`src/rtl/ahb_bus_arbiter_if.sv`:
```
// Arbiter-side bundle of the shared AHB bus: requests, muxed transfer control, grant and owner indices.
// The arbiter connects through 'slave'; the requester/bus side drives through 'master'.
interface ahb_bus_arbiter_if #(
  parameter int NUM_MASTERS = 2,
  parameter int MW          = $clog2(NUM_MASTERS)
);
  logic [NUM_MASTERS-1:0] hbusreq;
  logic [NUM_MASTERS-1:0] hlock;
  logic [1:0]             htrans;
  logic [2:0]             hburst;
  logic                   hready;
  logic [NUM_MASTERS-1:0] hgrant;
  logic [MW-1:0]          hmaster;
  logic [MW-1:0]          hmaster_dp;
  logic                   hmastlock;

  modport master (
    output hbusreq, hlock, htrans, hburst, hready,
    input  hgrant, hmaster, hmaster_dp, hmastlock
  );

  modport slave (
    input  hbusreq, hlock, htrans, hburst, hready,
    output hgrant, hmaster, hmaster_dp, hmastlock
  );
endinterface

```
`src/rtl/ahb_bus_arbiter.sv`:
```
// Round-robin AHB arbiter: registered one-hot grant, address/data-phase owner pipeline, burst/lock hold-off.
// Grant reaches HMASTER one ready-cycle later and HMASTER_DP one after that; HREADY=0 freezes all state.
module ahb_bus_arbiter #(
  parameter int NUM_MASTERS = 2,
  parameter int MW          = $clog2(NUM_MASTERS)
) (
  input logic              HCLK,
  input logic              HRESETn,
  ahb_bus_arbiter_if.slave bus
);

  localparam logic [1:0] T_IDLE   = 2'b00;
  localparam logic [1:0] T_NONSEQ = 2'b10;
  localparam logic [1:0] T_SEQ    = 2'b11;
  localparam logic [2:0] B_INCR   = 3'd1;
  localparam logic [NUM_MASTERS-1:0] GNT_M0 = NUM_MASTERS'(1);

  typedef enum logic [1:0] {PARK, GRANTED, BURST, LOCK} state_t;

  state_t                 state, state_nxt;
  logic [NUM_MASTERS-1:0] hgrant;
  logic [MW-1:0]          gnt_idx, hmaster, hmaster_dp, rr_ptr;
  logic [MW-1:0]          scan_idx, cand;
  logic [MW:0]            cand_sum;
  logic                   hmastlock;
  logic [4:0]             beats_left, beats_nxt, burst_len;
  logic                   fixed_len, last_beat, owner_req, owner_lock;
  logic                   rearb_cond, rearb, any_req;

  // Length 0 stands for the unbounded INCR burst.
  always_comb begin
    burst_len = 5'd0;
    case (bus.hburst)
      3'd0:       burst_len = 5'd1;
      3'd2, 3'd3: burst_len = 5'd4;
      3'd4, 3'd5: burst_len = 5'd8;
      3'd6, 3'd7: burst_len = 5'd16;
      default:    burst_len = 5'd0;
    endcase
  end

  assign fixed_len = (bus.hburst != B_INCR);

  always_comb begin
    beats_nxt = beats_left;
    case (bus.htrans)
      T_NONSEQ: beats_nxt = fixed_len ? (burst_len - 5'd1) : 5'd0;
      T_SEQ:    if (beats_left != 5'd0) beats_nxt = beats_left - 5'd1;
      T_IDLE:   beats_nxt = 5'd0;
      default:  beats_nxt = beats_left;
    endcase
  end

  assign last_beat  = ((bus.htrans == T_NONSEQ) && (burst_len == 5'd1)) ||
                      ((bus.htrans == T_SEQ) && fixed_len && (beats_left == 5'd1));
  assign owner_req  = bus.hbusreq[hmaster];
  assign owner_lock = bus.hlock[hmaster];
  assign rearb_cond = (bus.htrans == T_IDLE) || last_beat ||
                      ((bus.hburst == B_INCR) && !owner_req);

  // Scan rr_ptr+1 .. rr_ptr+N so the last winner is considered last.
  always_comb begin
    any_req  = 1'b0;
    scan_idx = '0;
    cand_sum = '0;
    cand     = '0;
    for (int i = 1; i <= NUM_MASTERS; i++) begin
      cand_sum = {1'b0, rr_ptr} + (MW+1)'(i);
      if (cand_sum >= (MW+1)'(NUM_MASTERS))
        cand_sum = cand_sum - (MW+1)'(NUM_MASTERS);
      cand = cand_sum[MW-1:0];
      if (!any_req && bus.hbusreq[cand]) begin
        any_req  = 1'b1;
        scan_idx = cand;
      end
    end
  end

  // A burst is "in flight" whenever the beat counter will be non-zero after this edge.
  always_comb begin
    rearb     = 1'b0;
    state_nxt = state;
    case (state)
      PARK:    rearb = 1'b1;
      GRANTED: begin
        if (owner_lock)               state_nxt = LOCK;
        else if (beats_nxt != 5'd0)   state_nxt = BURST;
        else if (rearb_cond)          rearb = 1'b1;
      end
      BURST: begin
        if (beats_nxt == 5'd0) begin
          if (owner_lock) state_nxt = LOCK;
          else            rearb = 1'b1;
        end
      end
      LOCK: begin
        if (!owner_lock) begin
          if (beats_nxt != 5'd0) state_nxt = BURST;
          else begin
            state_nxt = GRANTED;
            rearb     = rearb_cond;
          end
        end
      end
      default: state_nxt = PARK;
    endcase
    if (rearb) state_nxt = any_req ? GRANTED : PARK;
  end

  always_ff @(posedge HCLK or negedge HRESETn) begin
    if (!HRESETn) begin
      state      <= PARK;
      hgrant     <= GNT_M0;
      gnt_idx    <= '0;
      hmaster    <= '0;
      hmaster_dp <= '0;
      hmastlock  <= 1'b0;
      rr_ptr     <= '0;
      beats_left <= 5'd0;
    end else if (bus.hready) begin
      hmaster_dp <= hmaster;
      hmaster    <= gnt_idx;
      beats_left <= beats_nxt;
      state      <= state_nxt;
      hmastlock  <= (state_nxt == LOCK);
      if (rearb) begin
        if (any_req) begin
          hgrant  <= GNT_M0 << scan_idx;
          gnt_idx <= scan_idx;
          rr_ptr  <= scan_idx;
        end else begin
          hgrant  <= GNT_M0;
          gnt_idx <= '0;
        end
      end
    end
  end

  assign bus.hgrant     = hgrant;
  assign bus.hmaster    = hmaster;
  assign bus.hmaster_dp = hmaster_dp;
  assign bus.hmastlock  = hmastlock;

endmodule
```
`src/flat_wrapper.sv`:
```
// flat-port wrapper written by rule: the top's interface ports become plain ports
module ahb_bus_arbiter_flat 
#(
  parameter int NUM_MASTERS = 2,
  parameter int MW          = $clog2(NUM_MASTERS)
)
  (HCLK, HRESETn, bus_hbusreq, bus_hlock, bus_htrans, bus_hburst, bus_hready, bus_hgrant, bus_hmaster, bus_hmaster_dp, bus_hmastlock);
  ahb_bus_arbiter_if #(.NUM_MASTERS(NUM_MASTERS), .MW(MW)) bus_i ();
  input logic HCLK;
  input logic HRESETn;
  input wire logic [$bits(bus_i.hbusreq)-1:0] bus_hbusreq;
  input wire logic [$bits(bus_i.hlock)-1:0] bus_hlock;
  input wire logic [$bits(bus_i.htrans)-1:0] bus_htrans;
  input wire logic [$bits(bus_i.hburst)-1:0] bus_hburst;
  input wire logic [$bits(bus_i.hready)-1:0] bus_hready;
  output wire logic [$bits(bus_i.hgrant)-1:0] bus_hgrant;
  output wire logic [$bits(bus_i.hmaster)-1:0] bus_hmaster;
  output wire logic [$bits(bus_i.hmaster_dp)-1:0] bus_hmaster_dp;
  output wire logic [$bits(bus_i.hmastlock)-1:0] bus_hmastlock;
  assign bus_i.hbusreq = bus_hbusreq;
  assign bus_i.hlock = bus_hlock;
  assign bus_i.htrans = bus_htrans;
  assign bus_i.hburst = bus_hburst;
  assign bus_i.hready = bus_hready;
  assign bus_hgrant = bus_i.hgrant;
  assign bus_hmaster = bus_i.hmaster;
  assign bus_hmaster_dp = bus_i.hmaster_dp;
  assign bus_hmastlock = bus_i.hmastlock;
  ahb_bus_arbiter #(.NUM_MASTERS(NUM_MASTERS), .MW(MW)) u_core (.HCLK(HCLK), .HRESETn(HRESETn), .bus(bus_i));
endmodule
```
`config.mk`:
```
export PLATFORM = sky130hd
export DESIGN_NAME = ahb_bus_arbiter_flat
export DESIGN_NICKNAME = d
export VERILOG_FILES = /design/src/rtl/ahb_bus_arbiter_if.sv /design/src/rtl/ahb_bus_arbiter.sv /design/src/flat_wrapper.sv
export SDC_FILE = /design/constraint.sdc
export NUM_CORES = 1
export LEC_CHECK = 0
export ABC_AREA = 1
export ABC_CLOCK_PERIOD_IN_PS = 2100
export CAP_MARGIN = 20
export CORE_MARGIN = 5
export CORE_UTILIZATION = 45
export DETAILED_ROUTE_END_ITERATION = 6
export GPL_TIMING_DRIVEN = 0
export PLACE_DENSITY = 0.74
export REMOVE_ABC_BUFFERS = 1
export SYNTH_ARGS = -nofsm -noshare
export SYNTH_HDL_FRONTEND = slang
export SYNTH_SLANG_ARGS = --single-unit
```
`constraint.sdc`:
```
create_clock -name HCLK -period 2.1 [get_ports HCLK]
set_clock_uncertainty 0.15 [all_clocks]
set_input_delay 0.21 -clock HCLK [delete_from_list [all_inputs] [get_ports HCLK]]
set_output_delay 0.21 -clock HCLK [all_outputs]
set_load 0.01 [all_outputs]
```
# [After elaboration in Yosys (flattened, before gate mapping)]
# Cells that the tools add are included.
[classes] n_addsub=6 order_cmp=5 n_eq_ne=16 shifts=1 muxes=37 n_reduce_logical=21
[op_table] operator="$mux 1" count=23
[op_table] operator="$pmux 5 s4" count=1
[op_table] operator="$mux 2" count=8
[op_table] operator="$pmux 5 s3" count=1
[op_table] operator="$eq 3x3->1 const B" count=4
[op_table] operator="$eq 2x2->1 const B" count=5
[op_table] operator="$eq 5x1->1 const B" count=2
[op_table] operator="$mux 5" count=2
[op_table] operator="$reduce_bool 5->1" count=2
[op_table] operator="$sub 5x1->5 const B" count=2
[op_table] operator="$eq 3x2->1 const B" count=2
[op_table] operator="$lt 1x2->1 const B" count=3
[op_table] operator="$pmux 2 s3" count=1
[op_table] operator="$reduce_or 2->1" count=3
[op_table] operator="$logic_and 1x1->1" count=5
[op_table] operator="$logic_not 5->1" count=1
[op_table] operator="$ge 2x2->1 const B" count=2
[op_table] operator="$logic_not 2->1" count=2
[op_table] operator="$pmux 1 s4" count=1
[op_table] operator="$eq 3x1->1 const B" count=1
[op_table] operator="$logic_not 3->1" count=1
[op_table] operator="$logic_or 1x1->1" count=3
[op_table] operator="$ne 3x1->1 const B" count=1
[op_table] operator="$reduce_and 3->1" count=1
[op_table] operator="other kinds (7)" count=9
[totals] register_bits=14 inputBits=12 output_inout_bits=5

# [Longest topological paths before layout]
[depth] word_depth=14 mapped_depth=15

# [Worst setup path before layout]
# No wires, ideal clock.
[synth_timing] path_type="register to register" startpoint="reg u_core.beats_left[0]" endpoint="reg u_core.hmastlock (netlist: u_core.bus.hmastlock)" setup_time_ps=118 t_arrival_ps=1610 required_time_ps=1832 slack_ps=222 path_stages_with_launch=14 cell_sequence="dfrtp_1 > inv_1 > ha_1 > inv_1 > nor2_2 > nand3_1 > nand3_1 > nand2_1 > nor2_1 > nand4_1 > nand2_2 > nand3_2 > nand3_1 > nand2_1"
[synth_between] elab_chain_len=11
[synth_rtl] item="start, declared" line_no="ahb_bus_arbiter.sv:26" text="logic [4:0] beats_left, beats_nxt, burst_len;"
[synth_rtl] item="start signal, assigned" line_no="ahb_bus_arbiter.sv:123" text="beats_left <= beats_nxt;"
[synth_rtl] item="parallel branches: the longest is 9 deep, another holds $sub 5x1->5"
[synth_rtl] item="$mux 2 (*)" line_no="ahb_bus_arbiter.sv:107" text="if (rearb) state_nxt = any_req ? GRANTED : PARK;"
[synth_rtl] item="$eq 2x2->1 (*)" line_no="ahb_bus_arbiter.sv:125" text="hmastlock <= (state_nxt == LOCK);"
[synth_rtl] item="end signal, assigned" line_no="ahb_bus_arbiter.sv:125"
[synth_rtl] item="end, declared" line_no="ahb_bus_arbiter.sv:25" text="logic hmastlock;"
# Every way passes the cells marked *.
# A chain may end at the register's enable or synchronous reset.

# [Worst setup path in the final report]
[layout_timing] startpoint="reg u_core.beats_left[0]" endpoint="reg u_core.state[0]"
[layout_between] elab_chain_len=10
[layout_rtl] item="parallel branches: the longest is 9 deep, another holds $sub 5x1->5"
[layout_rtl] item="$mux 2 (*)" line_no="ahb_bus_arbiter.sv:107"
[layout_rtl] item="end signal, assigned" line_no="ahb_bus_arbiter.sv:124" text="state <= state_nxt;"
[layout_rtl] item="end, declared" line_no="ahb_bus_arbiter.sv:20" text="state_t state, state_nxt;"
# Marks and branches as above.

==> results.yml <==
run_status:
  status: "completed"
timing:
  timing_worst_slew_pin_value_ps: 577
  rsz0062_at_grt: "true"
  relSlewSlack: 0.614
  maxClockFrequency_mhz: 484
  hold_viol: 0
  timing.final.crit_share: 0.984
  finalMaxSlewViolations: 0
  min_period_ps: 2070
  finalSetupViolCount: 0
place:
  hpwlAfterDp_um: 1880
  post_place_cell_area_um2: 1220
  place_congestion: 0.848
  io_buffer_count: 16
synthesis:
  muxShareOfSynthArea: 0
  seq_area_frac_synth: 0.315
  post_synth_xor_xnor_area: 0
  synth-seq-cells: 13
  synth-adder-area-share: 0.0844
  yosys.cell_types.count: 22
  synthSimpleGateAreaFrac: 0.388
  synth.cell_area_um2: 1040
  post_synth_inst_count: 159
  synth-warning-count: 0
  synth-compound-area-share: 0.110
  synth_top_family_by_area: "simple AND/OR/NAND/NOR gates"
  postSynthAreaPerCell_um2: 6.52
layout:
  post_route_cells_drive_above_1_share: 0.174
  finalCoreUtilization: 0.607
  multi_input_area_um2: 686
  num-fill-cells: 204
  diodes: 0
  finish.net_count: 198
  sequential_cell_area_um2: 327
  area_delta_synth_final_pct: 29.4
  finalInstanceArea_um2: 1340
routing:
  via_count: 1056
  drt-vias-per-instance: 5.13
  drt_drc_violations_left: 0
  wl_um: 2520
  drt_first_pass_iters: 4
  final_antenna_net_count: 0
  wire_per_inst_um: 12.2
  dr.first_iter.drc_count: 70
die:
  coreArea_um2: 2210
  ioPinCount: 17
  fp-row-count: 17
  dieArea_um2: 3370
  initial_core_utilization: 0.469
  overall_die_width_um: 58.0
  die_height_um: 58.0
worst_setup_path:
  data_required_critical_path_ps: 2130
  crit_arrival_ps: 2100
  crit_path_end_kind: "flip-flop"
  worstSetupStartpointType: "flip-flop"
  worstPathMaxFanout: 6
  path_class: "reg -> reg"
global_routing:
  track_usage: 0.158
  via_count_of_the_first_global_routing_pass: 1018
  grt_antenna_before_repair: 0
  grt_first_pass_wirelength_um: 4210
  grt_overflow_total: 0
  pin_count_of_the_biggest_net_entering_global_routing: 16
clock_tree:
  cts_hold_buffers: 0
  clk_pin_slew_worst_paths_ps: 90
  cts_tree: "yes"
  cts.path.max_buffers: 2
  htree_levels: 1
  worstSkewPairLatency_ps: 280
  cts.sinks: 13
  clock-root-buffer: "sky130_fd_sc_hd__clkbuf_4"
  cts-buffers-inserted: 3
pwr:
  vdd_ir_drop_max_mv: 0.692
  leak_pwr_nw: 0.680
  power.density_nw_per_um2: 888
hold_path:
  min-delay-path-class: "in -> async"
flow_run:
  drv.max_cap_violation_count: 0
cells by family (layout without fill, tap and decap cells):
family / Yosys count / in the layout
and+or+nand+nor: 91 / 91
buffers and inverters: 27 / 46
AOI/OAI and AO/OA: 21 / 21
DFF: 13 / 13
adders and majority gates: 7 / 7
cell usage after synthesis, drive strengths merged:
cell     count  area share
nand4        3       0.018
nor2        18       0.077
nand2       52        0.19
dfstp        1       0.025
nand3       15       0.082
a21oi        4       0.019
nor3         1      0.0048
o21ai       14       0.068
o21bai       2       0.014
or2          1      0.0060
buf          2       0.012
o2111ai      1      0.0084
nand3b       1      0.0072
dfrtp       12        0.29
ha           7       0.084
inv         25       0.090
worst max-delay path: stages, from the launching register on:
cell	delay [ps]
sky130_fd_sc_hd__dfrtp_1	410
sky130_fd_sc_hd__inv_2	130
sky130_fd_sc_hd__ha_4	140
sky130_fd_sc_hd__inv_2	40
sky130_fd_sc_hd__nor2_4	140
sky130_fd_sc_hd__nand3_1	90
sky130_fd_sc_hd__nand3_1	120
sky130_fd_sc_hd__nand2_2	90
sky130_fd_sc_hd__nor2_4	120
sky130_fd_sc_hd__nand4_1	110
sky130_fd_sc_hd__nand2_2	170
sky130_fd_sc_hd__nand3_2	110
sky130_fd_sc_hd__nand3_2	90
sky130_fd_sc_hd__nand2_2	50
state kept, by name, indices dropped and copies added (netlist names):
signal	flops
u_core.state	2
u_core.bus.hmaster_dp	1
u_core.bus.hmaster	1
u_core.beats_left	5
u_core.bus.hgrant	2
u_core.rr_ptr	1
u_core.bus.hmastlock	1
final timing paths:
kind,startpoint,end,slack (ps),depth (start not counted)
setup reg to reg,u_core.beats_left[0],u_core.state[0],30,13
setup / recovery,u_core.beats_left[0],u_core.state[0],30,13
min in group HCLK,u_core.bus.hgrant[0],u_core.bus.hgrant[0],320,2
hold / removal,HRESETn,u_core.rr_ptr,140,1
max in group asynchronous,HRESETn,u_core.beats_left[2],1270,1
hold reg to reg,u_core.bus.hgrant[0],u_core.bus.hgrant[0],320,2
layer usage:
layer	up-vias	wire length (um)	share of wire	global-route usage
met5	-	0	0	0
met4	0	18	0.0072	0.0596
met3	4	110	0.044	0.0356
met2	21	1300	0.51	0.268
met1	489	1090	0.43	0.196
li1	542	-	-	-
through the flow:
step / cells / power [mW] / hold WS [ps] / setup WS [ps] / TNS [ps]
global route: 206 / 1.31 / 177 / -99.0 / -469
detailed placement: 201 / 0.949 / 320 / -293 / -1610
global placement: 201 / 0.927 / 305 / -269 / -1320
floorplan: 157 / 0.752 / -236 / 222 / 0
finish: 206 / 1.19 / 141 / 33.0 / 0
CTS: 205 / 1.11 / 166 / 0.267 / 0
what timing repair did:
item | 4_1_cts | 5_1_grt
pin swaps | 0 | 10
buffers inserted | 0 | 1
cloned | 0 | 0
gates resized for setup | 2 | 23
setup endpoints to repair | 6 | 6
layout by cell type, fill, tap and decap left out, drive strengths merged, types with 2 or more instances in the layout:
| master | Yosys | routed |
|---|---|---|
| nand2 | 52 | 52 |
| inv | 25 | 25 |
| nor2 | 18 | 18 |
| nand3 | 15 | 15 |
| clkdlybuf4s50 | 0 | 14 |
| o21ai | 14 | 14 |
| dfrtp | 12 | 12 |
| ha | 7 | 7 |
| a21oi | 4 | 4 |
| clkbuf | 0 | 4 |
| nand4 | 3 | 3 |
| o21bai | 2 | 2 |
| dlymetal6s2s | 0 | 2 |
power breakdown:
group	leakage [nW]	switching (mW)	internal (mW)
combinational	0.502	0.352	0.268
clock	0.0150	0.0832	0.0737
sequential	0.163	0.0737	0.341
total	0.680	0.509	0.683
area by class of cell:
| type | instances | share of cell area |
|---|---|---|
| multi-input cells | 119 | 0.511 |
| flip-flops and latches | 13 | 0.243 |
| clock buffers | 4 | 0.0196 |
| well taps | 28 | 0.0261 |
| inverters | 25 | 0.0718 |
| repair buffers | 17 | 0.129 |
No activity file was read; power rests on OpenSTA's default activity.
